<file path="config.mk">
export PLATFORM = sky130hd
export DESIGN_NAME = io_out_fifo_flat
export DESIGN_NICKNAME = d
export VERILOG_FILES = /design/src/rtl/io_out_fifo_if.sv /design/src/rtl/io_out_fifo.sv /design/src/flat_wrapper.sv
export SDC_FILE = /design/constraint.sdc
export NUM_CORES = 1
export LEC_CHECK = 0
export BUFFER_PORTS_ARGS = -buffer_cell sky130_fd_sc_hd__buf_2
export CAP_MARGIN = 20
export CORE_MARGIN = 2
export CORE_UTILIZATION = 43
export DETAILED_ROUTE_END_ITERATION = 8
export PLACE_DENSITY = 0.74
export SYNTH_ARGS = -nofsm -noshare
export SYNTH_HDL_FRONTEND = slang
export SYNTH_SLANG_ARGS = --single-unit
</file>
<file path="constraint.sdc">
create_clock -name clk -period 3 [get_ports clk]
set_clock_uncertainty 0.2 [all_clocks]
set_input_delay 0.15 -clock clk [delete_from_list [all_inputs] [get_ports clk]]
set_output_delay 0.15 -clock clk [all_outputs]
set_load 0.02 [all_outputs]
</file>
<file path="src/rtl/io_out_fifo_if.sv">
// io_out_fifo_if: processor write side and consumer valid/ready side of the output FIFO
interface io_out_fifo_if #(
    parameter int NUBITS = 16,
    parameter int NBIOOU = 2
);
    logic [NUBITS-1:0] io_out;
    logic [NBIOOU-1:0] addr_out;
    logic              out_en;
    logic [NUBITS-1:0] dout_data;
    logic [NBIOOU-1:0] dout_addr;
    logic              dout_valid;
    logic              dout_ready;
    modport master (
        output io_out, addr_out, out_en, dout_ready,
        input  dout_data, dout_addr, dout_valid
    );
    modport slave (
        input  io_out, addr_out, out_en, dout_ready,
        output dout_data, dout_addr, dout_valid
    );
endinterface

</file>
<file path="src/rtl/io_out_fifo.sv">
// io_out_fifo: circular FWFT buffer of {addr,data} OUT writes drained over valid/ready
module io_out_fifo #(
    parameter  int NUBITS = 16,
    parameter  int NBIOOU = 2,
    parameter  int FDEPTH = 8,
    localparam int FDW    = $clog2(FDEPTH)
) (
    input  logic           clk,
    input  logic           rst_n,
    io_out_fifo_if.slave   bus,
    output logic           o_full,
    output logic [FDW:0]   o_count,
    output logic           o_ovf,
    input  logic           i_ovf_clr
);
    logic [FDW:0]               r_wr_ptr;
    logic [FDW:0]               r_rd_ptr;
    logic [FDW:0]               r_count;
    logic [FDW:0]               w_count_nxt;
    logic                       r_full;
    logic                       r_valid;
    logic                       r_ovf;
    logic                       w_push;
    logic                       w_pop;
    logic [NBIOOU+NUBITS-1:0]   r_mem [FDEPTH];

    assign w_pop  = r_valid & bus.dout_ready;
    assign w_push = bus.out_en & (~r_full | w_pop);

    // Occupancy after this edge; full and valid are registered from it so they track the pointers
    always_comb
        w_count_nxt = (w_push & ~w_pop) ? r_count + (FDW+1)'(1) :
                      (w_pop & ~w_push) ? r_count - (FDW+1)'(1) : r_count;

    // Pointers, occupancy flags and sticky overflow; a dropped write beats a same-cycle clear
    always_ff @(posedge clk or negedge rst_n) begin
        if (!rst_n) begin
            r_wr_ptr <= '0;
            r_rd_ptr <= '0;
            r_count  <= '0;
            r_full   <= 1'b0;
            r_valid  <= 1'b0;
            r_ovf    <= 1'b0;
        end else begin
            r_wr_ptr <= w_push ? r_wr_ptr + (FDW+1)'(1) : r_wr_ptr;
            r_rd_ptr <= w_pop ? r_rd_ptr + (FDW+1)'(1) : r_rd_ptr;
            r_count  <= w_count_nxt;
            r_full   <= w_count_nxt == (FDW+1)'(FDEPTH);
            r_valid  <= w_count_nxt != '0;
            r_ovf    <= (bus.out_en & ~w_push) ? 1'b1 : i_ovf_clr ? 1'b0 : r_ovf;
        end
    end

    // Storage array is never cleared; only the pointers define which entries are live
    always_ff @(posedge clk) begin
        if (w_push) r_mem[r_wr_ptr[FDW-1:0]] <= {bus.addr_out, bus.io_out};
    end

    assign {bus.dout_addr, bus.dout_data} = r_mem[r_rd_ptr[FDW-1:0]];
    assign bus.dout_valid = r_valid;
    assign o_full         = r_full;
    assign o_count        = r_count;
    assign o_ovf          = r_ovf;
endmodule

</file>
<file path="src/flat_wrapper.sv">
// flat-port wrapper written by rule: the top's interface ports become plain ports
module io_out_fifo_flat 
#(
    parameter  int NUBITS = 16,
    parameter  int NBIOOU = 2,
    parameter  int FDEPTH = 8,
    localparam int FDW    = $clog2(FDEPTH)
)
  (clk, rst_n, o_full, o_count, o_ovf, i_ovf_clr, bus_io_out, bus_addr_out, bus_out_en, bus_dout_ready, bus_dout_data, bus_dout_addr, bus_dout_valid);
  io_out_fifo_if #(.NUBITS(NUBITS), .NBIOOU(NBIOOU)) bus_i ();
  input  logic clk;
  input  logic rst_n;
  output logic o_full;
  output logic [FDW:0] o_count;
  output logic o_ovf;
  input  logic i_ovf_clr;
  input wire logic [$bits(bus_i.io_out)-1:0] bus_io_out;
  input wire logic [$bits(bus_i.addr_out)-1:0] bus_addr_out;
  input wire logic [$bits(bus_i.out_en)-1:0] bus_out_en;
  input wire logic [$bits(bus_i.dout_ready)-1:0] bus_dout_ready;
  output wire logic [$bits(bus_i.dout_data)-1:0] bus_dout_data;
  output wire logic [$bits(bus_i.dout_addr)-1:0] bus_dout_addr;
  output wire logic [$bits(bus_i.dout_valid)-1:0] bus_dout_valid;
  assign bus_i.io_out = bus_io_out;
  assign bus_i.addr_out = bus_addr_out;
  assign bus_i.out_en = bus_out_en;
  assign bus_i.dout_ready = bus_dout_ready;
  assign bus_dout_data = bus_i.dout_data;
  assign bus_dout_addr = bus_i.dout_addr;
  assign bus_dout_valid = bus_i.dout_valid;
  io_out_fifo #(.NUBITS(NUBITS), .NBIOOU(NBIOOU), .FDEPTH(FDEPTH)) u_core (.clk(clk), .rst_n(rst_n), .bus(bus_i), .o_full(o_full), .o_count(o_count), .o_ovf(o_ovf), .i_ovf_clr(i_ovf_clr));
endmodule
</file>
==> results of run 1 <==
[power groups by stage]
stage / sequential (mW) / clock, mW / combinational, mW
3_3_place_gp: 2.98 / 0 / 2.36
5_1_grt: 2.99 / 2.08 / 2.56
6_report: 2.96 / 1.94 / 2.36
3_5_place_dp: 3.01 / 0 / 2.37
4_1_cts: 2.97 / 1.98 / 2.41
2_1_floorplan: 2.99 / 0 / 1.66
[cells in the final DEF, fill, tap and decap left out, types with 5 or more instances in the layout]
master,synthesis,final
sky130_fd_sc_hd__buf_2,2,47
sky130_fd_sc_hd__buf_4,4,23
sky130_fd_sc_hd__clkbuf_16,0,17
sky130_fd_sc_hd__dfrtp_1,13,12
sky130_fd_sc_hd__dlygate4sd3_1,0,24
sky130_fd_sc_hd__edfxtp_1,144,144
sky130_fd_sc_hd__inv_6,0,5
sky130_fd_sc_hd__mux2_2,20,20
sky130_fd_sc_hd__mux4_2,36,36
sky130_fd_sc_hd__nor2_1,9,9
sky130_fd_sc_hd__xnor2_1,6,6
[flip-flops by register name, summed over array words and instances, names as in the netlist]
register,flops
u_core.bus.dout_valid,1
u_core.r_rd_ptr,3
u_core.o_ovf,1
u_core.o_count,4
u_core.r_wr_ptr,3
u_core.r_mem,144
u_core.o_full,1
[worst max-delay path, cell delays in order, from the launching register on]
cell and delay (ns):
sky130_fd_sc_hd__dfrtp_2 0.36, sky130_fd_sc_hd__buf_4 0.36, sky130_fd_sc_hd__mux4_2 0.57, sky130_fd_sc_hd__mux2_2 0.28, sky130_fd_sc_hd__buf_2 0.16
[how the worst max path moves through the flow]
stage / start / to
after global placement: u_core.r_rd_ptr[0] / bus_dout_data[2]
after detailed placement: u_core.bus.dout_valid / u_core.r_mem[2][5]
after CTS: u_core.r_rd_ptr[0] / bus_dout_data[2]
after global routing: u_core.r_rd_ptr[0] / bus_dout_data[2]
final: u_core.r_rd_ptr[0] / bus_dout_data[2]
after floorplan: u_core.bus.dout_valid / u_core.r_mem[7][0]
[stage by stage]
step / hold WS (ns) / setup WS [ns] / util (%) / power [mW] / cell area [um^2]
floorplan: -0.3456 / 0.4605 / - / 4.653 / 6067
global placement: -0.1463 / 0.9073 / 48.07 / 5.334 / 6646
detailed placement: -0.1368 / 0.8766 / 48.07 / 5.378 / 6646
CTS: 0.3239 / 0.4609 / 53.71 / 7.354 / 7426
global route: 0.3475 / 0.3872 / 53.71 / 7.633 / 7426
finish: 0.3444 / 0.5081 / 53.71 / 7.267 / 7426
[cell families after synthesis]
kind of cell               count (synthesis)  synth area share (%)
DFF                                      157                 76.76
muxes                                     56                 17.10
and+or+nand+nor                           27                 2.190
buffers and inverters                     14                 1.157
AOI/OAI and AO/OA                          7                0.9503
xor gates and xnor gates                   7                 1.012
adders and majority gates                  4                0.8263
[timing repair]
item | 4_1_cts | 5_1_grt
setup endpoints to repair | 0 | 0
hold endpoints to repair | 162 | 0
hold buffers | 24 | 0
[layer usage]
layer	part of all wire, %	track usage (%)	vias to the layer above
li1	-	-	1325
met1	42	20.29	1507
met2	52	27.04	67
met3	4.8	4.414	10
met4	1.2	5.819	0
met5	0	0	-
[cell type report]
cell class              instances  area share, %
inverters                       4         0.2022
clock inverters                15          1.533
flip-flops and latches        157          62.63
repair buffers                 94          8.728
clock buffers                  17          5.729
multi-input cells             101          18.15
well taps                     180          3.033
==> results, run 1 <==
- Once the floorplan was initialized, standard cells occupied 43.81% of the core.
- The worst flop-to-flop path startpoint is u_core.bus.dout_valid.
- The number of gates resized after CTS is 0.
- Of all nets on the critical path, the largest fanout is 20.
- After detailed routing, the average wire length per cell comes to around 20 um.
- After clock tree synthesis, the setup repair step added 0 buffers.
- The hold violation total from the final report is 0.
- The routed layout has slightly below 3000 vias.
- The final count of pins violating max slew is 0.
- The cell count of the worst hold path is 2.
- The floorplan step defined a die boundary enclosing roughly 15000 um^2.
- Synthesis instantiated 28 different standard cells from the library.
- After detailed routing, the number of vias per cell comes to approximately 5.1.
- The synthesized area divided by synthesized cell count is ~22 um^2.
- Setup repair after global routing left no endpoint under its margin.
- For flop-to-flop paths, the worst setup slack is 0.81 ns.
- VDD sags by at most between 500 and 600 uV.
- The critical path class is reg -> out.
- The share of total power dissipated in sequential elements is between 40% and 50%.
- The number of antenna-violating nets in the routed design is 0.
- In this run the cell area of the synthesized design comes to between 6000 and 7000 um^2.
- The number of nets in the synthesized netlist is 299.
- Yosys instantiated no cell more often than sky130_fd_sc_hd__edfxtp_1.
- By area the synthesized netlist is led by sky130_fd_sc_hd__edfxtp_1 71%, sky130_fd_sc_hd__mux4_2 13%, sky130_fd_sc_hd__dfrtp_1 5.4%.
- In this run the core area contains 43 standard-cell rows.
- The number of remaining DRC errors is 0.
- The worst min-delay path category is in -> reg.
- The sum of negative setup slack is 0 ns.
- The count of clock tree sinks is 157.
- The number of H-tree levels is 4.
- The gate count after technology mapping is ~270.
- The power density of the placed cells is 978.6 nW/um^2.
- The share of the Yosys chip area taken by registers is approximately three quarters.
- The final cycle utilization of the critical path is between 80 and 90%.
- Across the run, the number of max-cap violations was 0.
- The final-stage net count is between 400 and 500.
- Clock-pin slew was measured on the worst setup and hold paths at roughly 0.06 ns.
- TritonCTS built the clock tree.
- For the worst-skew pair, the clock arrives at the later sink with an insertion delay of between 0.4 and 0.5 ns.
- For this run, asynchronously set or reset flops after synthesis account for slightly above 8%.
- Routability-driven placement finished with a final weighted congestion of approximately 0.75.
- The switching power share of the total is 31.80%.
- The source of the worst hold timing path is bus_io_out[4].
- The cell sitting at the root of the clock tree is a sky130_fd_sc_hd__clkbuf_16.
- In the final layout, the share of cells above drive strength 1 is a little over two fifths.
- The internal power of the cells is slightly below 5 mW.
- Per report_power, the combinational group accounts for approximately a third of the total.
- The number of cells on the worst reg-to-reg path is 5.
- In the final layout, flip-flops and latches occupy roughly 4700 um^2.
- The reg-to-reg endpoint is u_core.r_mem[2][4].
- Data on the critical path arrives at its endpoint at roughly 2.1 ns.
- The number of antenna violations at the first check in global routing is 0.
- The biggest area consumer among synthesized cells is sky130_fd_sc_hd__edfxtp_1.
- The die span in x is 122.7 um.
- The most used flip-flop cell after synthesis is sky130_fd_sc_hd__edfxtp_1.
- The worst setup path is captured at a primary output.
- Counting flops and latches in the post-synthesis netlist gives ~160.
- The number of enable-type register cells in the synthesized netlist is 144.
- Ranked by instance count, the synthesized netlist is headed by 144 x sky130_fd_sc_hd__edfxtp_1, 36 x sky130_fd_sc_hd__mux4_2, 20 x sky130_fd_sc_hd__mux2_2, 13 x sky130_fd_sc_hd__dfrtp_1, 9 x sky130_fd_sc_hd__nor2_1.
- The via count of the first global-routing pass is just over 3000.
- For this run, the detailed router's first-pass iteration total came to 4.
- At the pin with the least slew margin, the transition time is 0.6201 ns.
- The hold path endpoint is u_core.r_mem[4][4].
- STA classifies the critical path startpoint as a flop.
- The part of the power in the clock network is a little over a quarter.
- Measured along the y axis, the die boundary spans approximately 120 um.
- The smallest clock period supported by the final layout is computed as between 2 and 2.5 ns.
- The number of inserted diodes is 0.
- The final wirelength is approximately 11000 um.
- Timing would allow up to ~400 MHz.
- The share of synthesized area in the top cell type comes to 71.39%.
- 48 I/O pins were placed.
- Summed over all nets, the switching power comes to around 2.3 mW.
- During synthesis, Yosys emitted a total of 0 warnings.
- The final non-filler cell total is about 570.
- The wire length of the first global-routing pass is 17120 um.
- For this design the static power due to leakage is approximately 2.6 nW.
- After filler insertion, the fill cell instance count of the layout stands at around 1000.
- The placed wire-length estimate is between 7000 and 8000 um.
- The total setup violations reported at the end of the flow is 0.
- In the final layout, the multi-input gates occupy 1348 um^2.
- The worst endpoint required time is between 2 and 3 ns.
- Entering global routing, the biggest net connects 25 pins.
- Relative to the synthesized area, the layout overhead comes to 22.60%.
- After global routing the overflow that remains totals 0.
- The detailed router finished its first iteration with roughly 160 violations.
- During placement, the flow inserted port buffers numbering 47.
- The flow ran to the end, and the final reports show no timing, DRC or antenna violations.
- The clock buffer count from CTS is 17.
- Measured against its own limit, the worst slew margin works out to 58.53%.
- The placeable core region is around 14000 um^2.
- The longest clock path from root to sink contains 2 buffers.
- Including well taps, the total number of placed cells is between 500 and 600.
- In the global route stage, overall resource usage came out at approximately 16%.
(Power assumes the default switching activity.)
==> run 2, diff against run 1 <==
--- a/config.mk
+++ b/config.mk
@@ -5,12 +5,13 @@
 export SDC_FILE = /design/constraint.sdc
 export NUM_CORES = 1
 export LEC_CHECK = 0
+export ABC_AREA = 1
 export BUFFER_PORTS_ARGS = -buffer_cell sky130_fd_sc_hd__buf_2
 export CAP_MARGIN = 20
 export CORE_MARGIN = 2
 export CORE_UTILIZATION = 43
 export DETAILED_ROUTE_END_ITERATION = 8
-export PLACE_DENSITY = 0.74
+export PLACE_DENSITY = 0.71
 export SYNTH_ARGS = -nofsm -noshare
 export SYNTH_HDL_FRONTEND = slang
 export SYNTH_SLANG_ARGS = --single-unit
==> constraint.sdc (replaced) <==
create_clock -name clk -period 2.4 [get_ports clk]
set_clock_uncertainty 0.2 [all_clocks]
set_input_delay 0.12 -clock clk [delete_from_list [all_inputs] [get_ports clk]]
set_output_delay 0.12 -clock clk [all_outputs]
set_load 0.02 [all_outputs]
==> results, run 2 <==
- Setup repair after global routing left no endpoint under its margin.
- The maximum clock insertion buffer count is 2.
- The count of yosys warnings during synthesis is 0.
- Of the cells placed in the final design, the portion with a size suffix greater than 1 is approximately 17%.
- In the routed layout, each cell is associated on average with a via count of 5.177.
- The reg2reg setup slack is ~0.53 ns.
- The largest single stage delay on the critical path is between 0.4 and 0.5 ns.
- The share of synthesized area in the top cell type comes to 66.87%.
- The master cell of the clock root buffer is sky130_fd_sc_hd__clkbuf_16.
- Summing the sequential cell areas from Yosys gives between 70% and 80% of the chip area.
- After clock tree synthesis, the clock-pin slew on the worst setup and hold paths is approximately 0.06 ns.
- Measured along the y axis, the die boundary spans about 130 um.
- The clock drives about 160 sinks.
- By area the synthesized netlist is led by sky130_fd_sc_hd__edfxtp_1 67%, sky130_fd_sc_hd__nor2_1 7.0%, sky130_fd_sc_hd__dfrtp_1 5.0%.
- The final count of pins violating max slew came to 0.
- The capturing element type of the critical path is a primary output.
- The worst flop-to-flop path startpoint is u_core.bus.dout_valid.
- The leakage power summed over all cells is 2.900 nW.
- The first global-routing pass estimated ~21000 um of wire.
- The placed wire-length estimate is between 7000 and 8000 um.
- The first-pass detailed-route iteration total is 6.
- Static timing analysis puts the maximum clock frequency at 448.9 MHz.
- The cell count after synthesis came out at 541.
- The number of cells on the worst reg-to-reg path is 6.
- The hold path endpoint is u_core.r_mem[5][12].
- The die is 126.6 um wide.
- The critical path class is reg -> out.
- The synthesized area divided by synthesized cell count is between 10 and 15 um^2.
- The starting utilization of the core area is 44.32%.
- The final wirelength is around 13000 um.
- Once layout is complete, the cells apart from fillers number about 820.
- In this run the worst path has a maximum fanout of 73.
- The power density of the placed cells is around 1300 nW/um^2.
- The number of storage elements in the synthesis netlist is about 160.
- The die covers around 16000 um^2.
- The total power is ~10 mW.
- During I/O placement, the number of pins put on the boundary was 48.
- The primary flip-flop cell chosen by synthesis mapping is sky130_fd_sc_hd__edfxtp_1.
- The number of library cell types mapped by synthesis is 25.
- The number of nets in the synthesized netlist is around 570.
- The number of H-tree levels is 4.
- The cell area after synthesis is about 6500 um^2.
- The clock period could shrink to approximately 2.2 ns.
- Clock latency on the worst-skew pair, taken at its later pin, is between 0.4 and 0.5 ns.
- The transition time at the pin with the least slew margin is between 0.6 and 0.7 ns.
- The share of synthesized flip-flops with an asynchronous set or reset is between 8 and 9%.
- The source of the worst hold timing path is bus_io_out[12].
- The number of fillers in the final layout is ~1200.
- The cell repeated most along the worst path is sky130_fd_sc_hd__nand2_1.
- The reg-to-reg endpoint is u_core.r_mem[4][10].
- The cell row count is 44.
- The via total after detailed routing is 4235.
- The tightest hold path in the finished design has a slack of roughly 0.31 ns.
- For the worst setup path, the data arrival time is 1.91 ns.
- In this run, CTS created clock tree buffers numbering 17.
- The pin count of the biggest net entering global routing is 75.
- The worst hold path passes through 2 cells.
- The startpoint kind of the worst setup timing path is a flop.
- The slowest stage of the critical path belongs to the cell sky130_fd_sc_hd__dfrtp_2.
- After detailed routing, the number of remaining DRC violations is 0.
- The total setup violations reported at the end of the flow is 0.
- The area added between synthesis and finish is 19.64%.
- The commonest cells after synthesis are 144 x sky130_fd_sc_hd__edfxtp_1, 121 x sky130_fd_sc_hd__nor2_1, 81 x sky130_fd_sc_hd__nand2_1, 61 x sky130_fd_sc_hd__o21ai_1, 48 x sky130_fd_sc_hd__o21ai_0.
- Global routing finished with a remaining overflow of 0.
- In this run, placement finished with an instance count of between 700 and 800.
- The library cells used most frequently in the layout, excluding fill and tap cells, are 144 x sky130_fd_sc_hd__edfxtp_1, 121 x sky130_fd_sc_hd__nor2_1, 81 x sky130_fd_sc_hd__nand2_1.
- The worst pin sits at a relative slew slack of roughly 59%.
- The number of inserted diodes is 0.
- Routability-driven placement finished with a final weighted congestion of 0.7699.
- After layout, the worst path uses between 90% and 100% of the clock period.
- sky130_fd_sc_hd__edfxtp_1 takes more of the synthesized area than any other cell.
- The worst endpoint required time is about 2.1 ns.
- The placeable core region is 14590 um^2.
- The flow ran to the end, and the final reports show no timing, DRC or antenna violations.
- The via count of the first global-routing pass is 4279.
- The clock tree from TritonCTS is done.
- Traced cell by cell, the critical path runs through inv_8 > nor2_1 > o21ai_0 > nand2_1 > nand2_1 > buf_2.
- The number of design-rule violations left by the first detailed-router iteration is just over 500.
- The final-stage net count is ~650.
- The number of enable-type register cells in the synthesized netlist is around 140.
- The quantity of I/O buffers inserted on ports is 47.
- The hold violation total from the final report is 0.
- The tool flagged a number of max-cap violations equal to 0.
- Dividing the detail-routed wire length by the instance count gives approximately 16 um.
- In the global route stage, overall resource usage came out at 17.28%.
- The number of antenna violations at the first check in global routing came to 0.
- In this run the worst hold path is classified as in -> reg.
- In this run the remaining antenna-violating nets after routing total 0.
- Across the VDD grid, the largest voltage drop is a little under 700 uV.
- The register with the most flip-flops in the layout has ~140 of them.
- Yosys instantiated no cell more often than sky130_fd_sc_hd__edfxtp_1.
- The most common library cell in the layout ignoring fill and taps is sky130_fd_sc_hd__edfxtp_1.
run 2: changes by cell type in the layout (fill, tap and decap cells not counted), sizes merged, moves of 4 or more:
cell,before,now
buf,70,64
bufinv,0,4
inv,10,22
mux2,20,0
mux4,36,0
nand2,5,84
nand2b,4,0
nand3,3,11
nor2,9,121
o21ai,1,110
xnor2,6,1
run 2: layout make-up:
class	instances	area [um^2]	area share, %
Sequential cell	157	4652	60.13
Multi-Input combinational cell	338	1524	19.70
Timing Repair Buffer	88	615.6	7.957
Clock buffer	17	425.4	5.499
Tap cell	184	230.2	2.976
Clock inverter	15	210.2	2.717
Inverter	19	78.83	1.019
run 2: worst max path at each step:
stage          depth (start not counted)            endpoint             startpoint
2_1_floorplan                          5  u_core.r_mem[0][0]  u_core.bus.dout_valid
3_3_place_gp                           6  u_core.r_mem[0][7]  u_core.bus.dout_valid
3_5_place_dp                           6  u_core.r_mem[4][9]  u_core.bus.dout_valid
4_1_cts                                6    bus_dout_data[2]     u_core.r_rd_ptr[0]
5_1_grt                                8   bus_dout_data[12]     u_core.r_rd_ptr[0]
6_report                               6   bus_dout_data[13]     u_core.r_rd_ptr[0]
run 2: worst max-delay path, delay by kind of cell (launching register included):
kind / cells / cell delay [ns]
AO/OA/AOI/OAI: 1 / 0.19
buffers and inverters: 2 / 0.48
flip-flops: 1 / 0.49
AND/OR/NAND/NOR: 3 / 0.26
run 2: timing repair:
action | CTS | global route
gates resized for setup | 0 | 1
endpoints found under the setup margin | 0 | 5
endpoints found under the hold margin | 167 | 0
hold buffers | 24 | 0
buffers inserted | 0 | 0
run 2: kinds of logic after synthesis:
| family | Yosys count | synth area share [%] |
|---|---|---|
| simple gates | 218 | 13.41 |
| flops | 157 | 71.90 |
| compound gates | 111 | 8.707 |
| buf+inv | 46 | 4.528 |
| xor+xnor | 5 | 0.6772 |
| fa+ha+maj | 4 | 0.7740 |
run 2: where the power goes:
part	total (mW)	leakage (nW)	internal (mW)	switching, mW
clock network	2.85	0.298	1.76	1.09
logic	3.39	1.14	1.08	2.32
registers	3.62	1.46	3.43	0.191
run 2: metal layers:
layer	share of wire, %	GRT usage, %	wire (um)	vias up
li1	-	-	-	2038
met1	41	21.79	5421	2044
met2	50	28.97	6591	135
met3	6.6	4.007	871	18
met4	1.6	6.917	216	0
met5	0	0	0	-
run 2: metrics by stage:
stage	setup TNS [ns]	worst slack (ns)	utilization (%)	instance area [um^2]
2_1_floorplan	-0.3581	-0.004974	-	6466
3_3_place_gp	0	0.5976	47.01	6858
5_1_grt	0	0.006642	53.03	7736
6_report	0	0.1723	53.03	7736
3_5_place_dp	0	0.5327	47.01	6858
4_1_cts	0	0.09760	53.01	7734
==> run 3, diff against run 2 <==
--- a/config.mk
+++ b/config.mk
@@ -6,12 +6,11 @@
 export NUM_CORES = 1
 export LEC_CHECK = 0
 export ABC_AREA = 1
-export BUFFER_PORTS_ARGS = -buffer_cell sky130_fd_sc_hd__buf_2
-export CAP_MARGIN = 20
 export CORE_MARGIN = 2
 export CORE_UTILIZATION = 43
 export DETAILED_ROUTE_END_ITERATION = 8
-export PLACE_DENSITY = 0.71
+export DONT_BUFFER_PORTS = 1
+export PLACE_DENSITY = 0.69
 export SYNTH_ARGS = -nofsm -noshare
 export SYNTH_HDL_FRONTEND = slang
 export SYNTH_SLANG_ARGS = --single-unit
==> results, run 3 (same netlist as run 2, synthesis figures left out) <==
- In the layout the commonest cells are 144 x sky130_fd_sc_hd__edfxtp_1, 121 x sky130_fd_sc_hd__nor2_1, 81 x sky130_fd_sc_hd__nand2_1.
- The worst hold margin is around 0.32 ns.
- Setup repair after global routing left no endpoint under its margin.
- The worst hold path belongs to the class in -> reg.
- The area of the die is roughly 16000 um^2.
- At the pin with the least slew margin, the transition time is approximately 0.61 ns.
- The first global-routing pass estimated between 20000 and 25000 um of wire.
- The startpoint identified for the worst hold timing path is bus_dout_ready.
- The placeable core region is 14590 um^2.
- The run finished with clean final reports.
- The setup path with the least slack is of type reg -> out.
- The first routing iteration left roughly 320 violations.
- From left edge to right edge, the die measures 126.6 um.
- The slowest stage cell on the critical path is sky130_fd_sc_hd__dfrtp_2.
- The sum of negative setup slack is 0 ns.
- The number of top-level pins is between 40 and 50.
- Counting instances, the worst hold path has a depth of 3.
- The worst flop-to-flop path startpoint is u_core.bus.dout_valid.
- The worst slew slack as a fraction of its limit is between 50% and 60%.
- The post-CTS clock slew at the launch and capture registers of the worst setup and hold paths is ~0.060 ns.
- The first-pass detailed-route iteration total is 5.
- Cell internal power was estimated by the tool at 6.012 mW.
- The largest voltage drop on the vdd net is 588.8 uV.
- The longest clock path from root to sink contains 2 buffers.
- The H-tree was split into 4 levels.
- The remaining global-route overflow is 0.
- The maximum fanout along the worst path is 73.
- The share of total power dissipated in combinational logic is between 30% and 40%.
- The startpoint kind of the worst setup timing path is a flop.
- The most common library cell in the layout ignoring fill and taps is sky130_fd_sc_hd__edfxtp_1.
- For this design the total switching power over the nets is between 3 and 4 mW.
- Of the cells placed in the final design, the portion with a size suffix greater than 1 is 9.556%.
- The sum of buffers and inverters on the critical path is 1.
- The power density of the placed cells is 1274 nW/um^2.
- At the later pin of the worst-skew pair, clock insertion delay measures ~0.40 ns.
- Dividing the detail-routed via count by the number of cells gives around 5.3.
- The hold violation total from the final report is 0.
- The final wirelength is 13230 um.
- Timing would allow up to ~450 MHz.
- The number of antenna violations at the first check in global routing came to 1.
- At the worst endpoint, the arrival time is about 1.9 ns.
- Broken down by cell family, the worst path's largest delay share belongs to flip-flops.
- During placement, the flow inserted port buffers numbering 0.
- STA puts the critical path data required time at around 2.1 ns.
- The routed wire length per instance is between 15 and 20 um.
- The number of fillers in the final layout is approximately 1200.
- In the final design database the tool counted 600 nets.
- The starting utilization of the core area is around 44%.
- The area added between synthesis and finish is 15.58%.
- The all-layer global routing usage is ~17%.
- The number of clock buffers added by TritonCTS is 17.
- The worst setup path is captured at a primary output.
- The tool flagged a number of max-cap violations equal to 0.
- Detailed placement ended at an HPWL of 8004 um.
- Sequential cells account for roughly 39% of the total power.
- The clock tree from TritonCTS is done.
- The logic depth of the worst register-to-register path is 6.
- The final cycle utilization of the critical path is between 90% and 100%.
- The flip-flop count of the largest register after layout is 144.
- The switching power share of the total is between 30% and 40%.
- The critical path goes through inv_8 > nor2_1 > o21ai_0 > nand2_1 > nand2_1.
- Entering global routing, the biggest net connects between 70 and 80 pins.
- From bottom edge to top edge, the die measures 126.6 um.
- The part of the power in the clock network is approximately 29%.
- The tree is rooted in a sky130_fd_sc_hd__clkbuf_16.
- The leakage power summed over all cells is 2.693 nW.
- The total power is roughly 9.5 mW.
- The number of remaining DRC errors is 0.
- The final count of pins violating max slew was 0.
- The via total after detailed routing is around 4100.
- Row generation in the floorplan step produced 44 rows.
- Among the stages of the critical path, the cell type that occurs most often is sky130_fd_sc_hd__nand2_1.
- The via count of the first global-routing pass was 4110.
- The hold path endpoint is u_core.r_rd_ptr[0].
- The clock period could shrink to around 2.2 ns.
- The total setup violations reported at the end of the flow is 0.
- The number of setup buffers added after CTS is 0.
- The reg2reg setup slack is between 0.3 and 0.4 ns.
- Clock tree synthesis found a total of 157 sinks.
- Routability-driven placement finished with a final weighted congestion of between 0.7 and 0.8.
- The highest cell delay on the worst timing path is 0.45 ns.
- The number of antenna-violating nets in the routed design is 0.
- The reg-to-reg endpoint is u_core.r_mem[0][15].
run 3: changes by cell type in the layout (fill, tap and decap cells not counted), sizes merged:
| cell | delta |
|---|---|
| dlygate4sd3 | +1 |
| inv | -4 |
| clkbuf | +3 |
| clkinvlp | -1 |
| diode | +1 |
| buf | -49 |
| clkinv | +2 |
run 3: worst max-delay path by stage:
| stage | cells after the start | slack, ns | from | to |
|---|---|---|---|---|
| 2_1_floorplan | 5 | -0.005 | u_core.bus.dout_valid | u_core.r_mem[0][0] |
| 3_3_place_gp | 6 | 0.41 | u_core.bus.dout_valid | u_core.r_mem[0][7] |
| 3_5_place_dp | 6 | 0.38 | u_core.bus.dout_valid | u_core.r_mem[2][10] |
| 4_1_cts | 7 | 0.11 | u_core.r_rd_ptr[0] | bus_dout_data[15] |
| 5_1_grt | 7 | 0.05 | u_core.r_rd_ptr[0] | bus_dout_data[5] |
| 6_report | 5 | 0.19 | u_core.r_rd_ptr[0] | bus_dout_data[8] |
run 3: layer usage:
metal  GRT usage, %  wire [um]  vias up
met5              0          0        -
li1               -          -     1936
met2          27.56       6522      147
met3          4.682        816       13
met4          5.430        146        0
met1          22.25       5743     1991
run 3: area by class of cell:
cell class	count	area (um^2)	area share [%]
clock inverter	12	170.2	2.277
multi-input combinational	338	1524	20.39
clock buffer	20	436.7	5.843
tap	184	230.2	3.081
antenna	1	2.502	0.03348
sequential	157	4652	62.25
timing repair buffer	40	379.1	5.073
inverter	19	78.83	1.055
run 3: timing repair:
action,in CTS,in global routing
hold buffers,25,0
hold endpoints to repair,170,0
resized for setup,0,2
setup endpoints to repair,0,9
run 3: stage by stage:
step                      instance area (um^2)  utilization (%)  cells  worst slack, ns
after floorplan                           6466                -    541        -0.004974
after global placement                    6608            45.29    713           0.4055
after detailed placement                  6608            45.29    713           0.3812
after CTS                                 7465            51.17    770           0.1123
after global routing                      7471            51.21    770          0.05128
final                                     7473            51.23    771           0.1884
run 3: worst register-to-register path, stage by stage, from the launching register on:
cell	delay, ns
sky130_fd_sc_hd__dfrtp_1	0.47
sky130_fd_sc_hd__nand2_2	0.16
sky130_fd_sc_hd__inv_2	0.13
sky130_fd_sc_hd__o21ai_2	0.08
sky130_fd_sc_hd__or2_1	0.28
sky130_fd_sc_hd__nor2_1	0.12
sky130_fd_sc_hd__buf_4	0.28
run 3: power by group through the flow:
| stage | logic (mW) | clock network, mW | registers (mW) |
|---|---|---|---|
| 2_1_floorplan | 2.57 | 0 | 3.65 |
| 3_3_place_gp | 2.95 | 0 | 3.71 |
| 3_5_place_dp | 3.02 | 0 | 3.72 |
| 4_1_cts | 3.13 | 2.76 | 3.67 |
| 5_1_grt | 3.49 | 2.87 | 3.71 |
| 6_report | 3.12 | 2.73 | 3.68 |
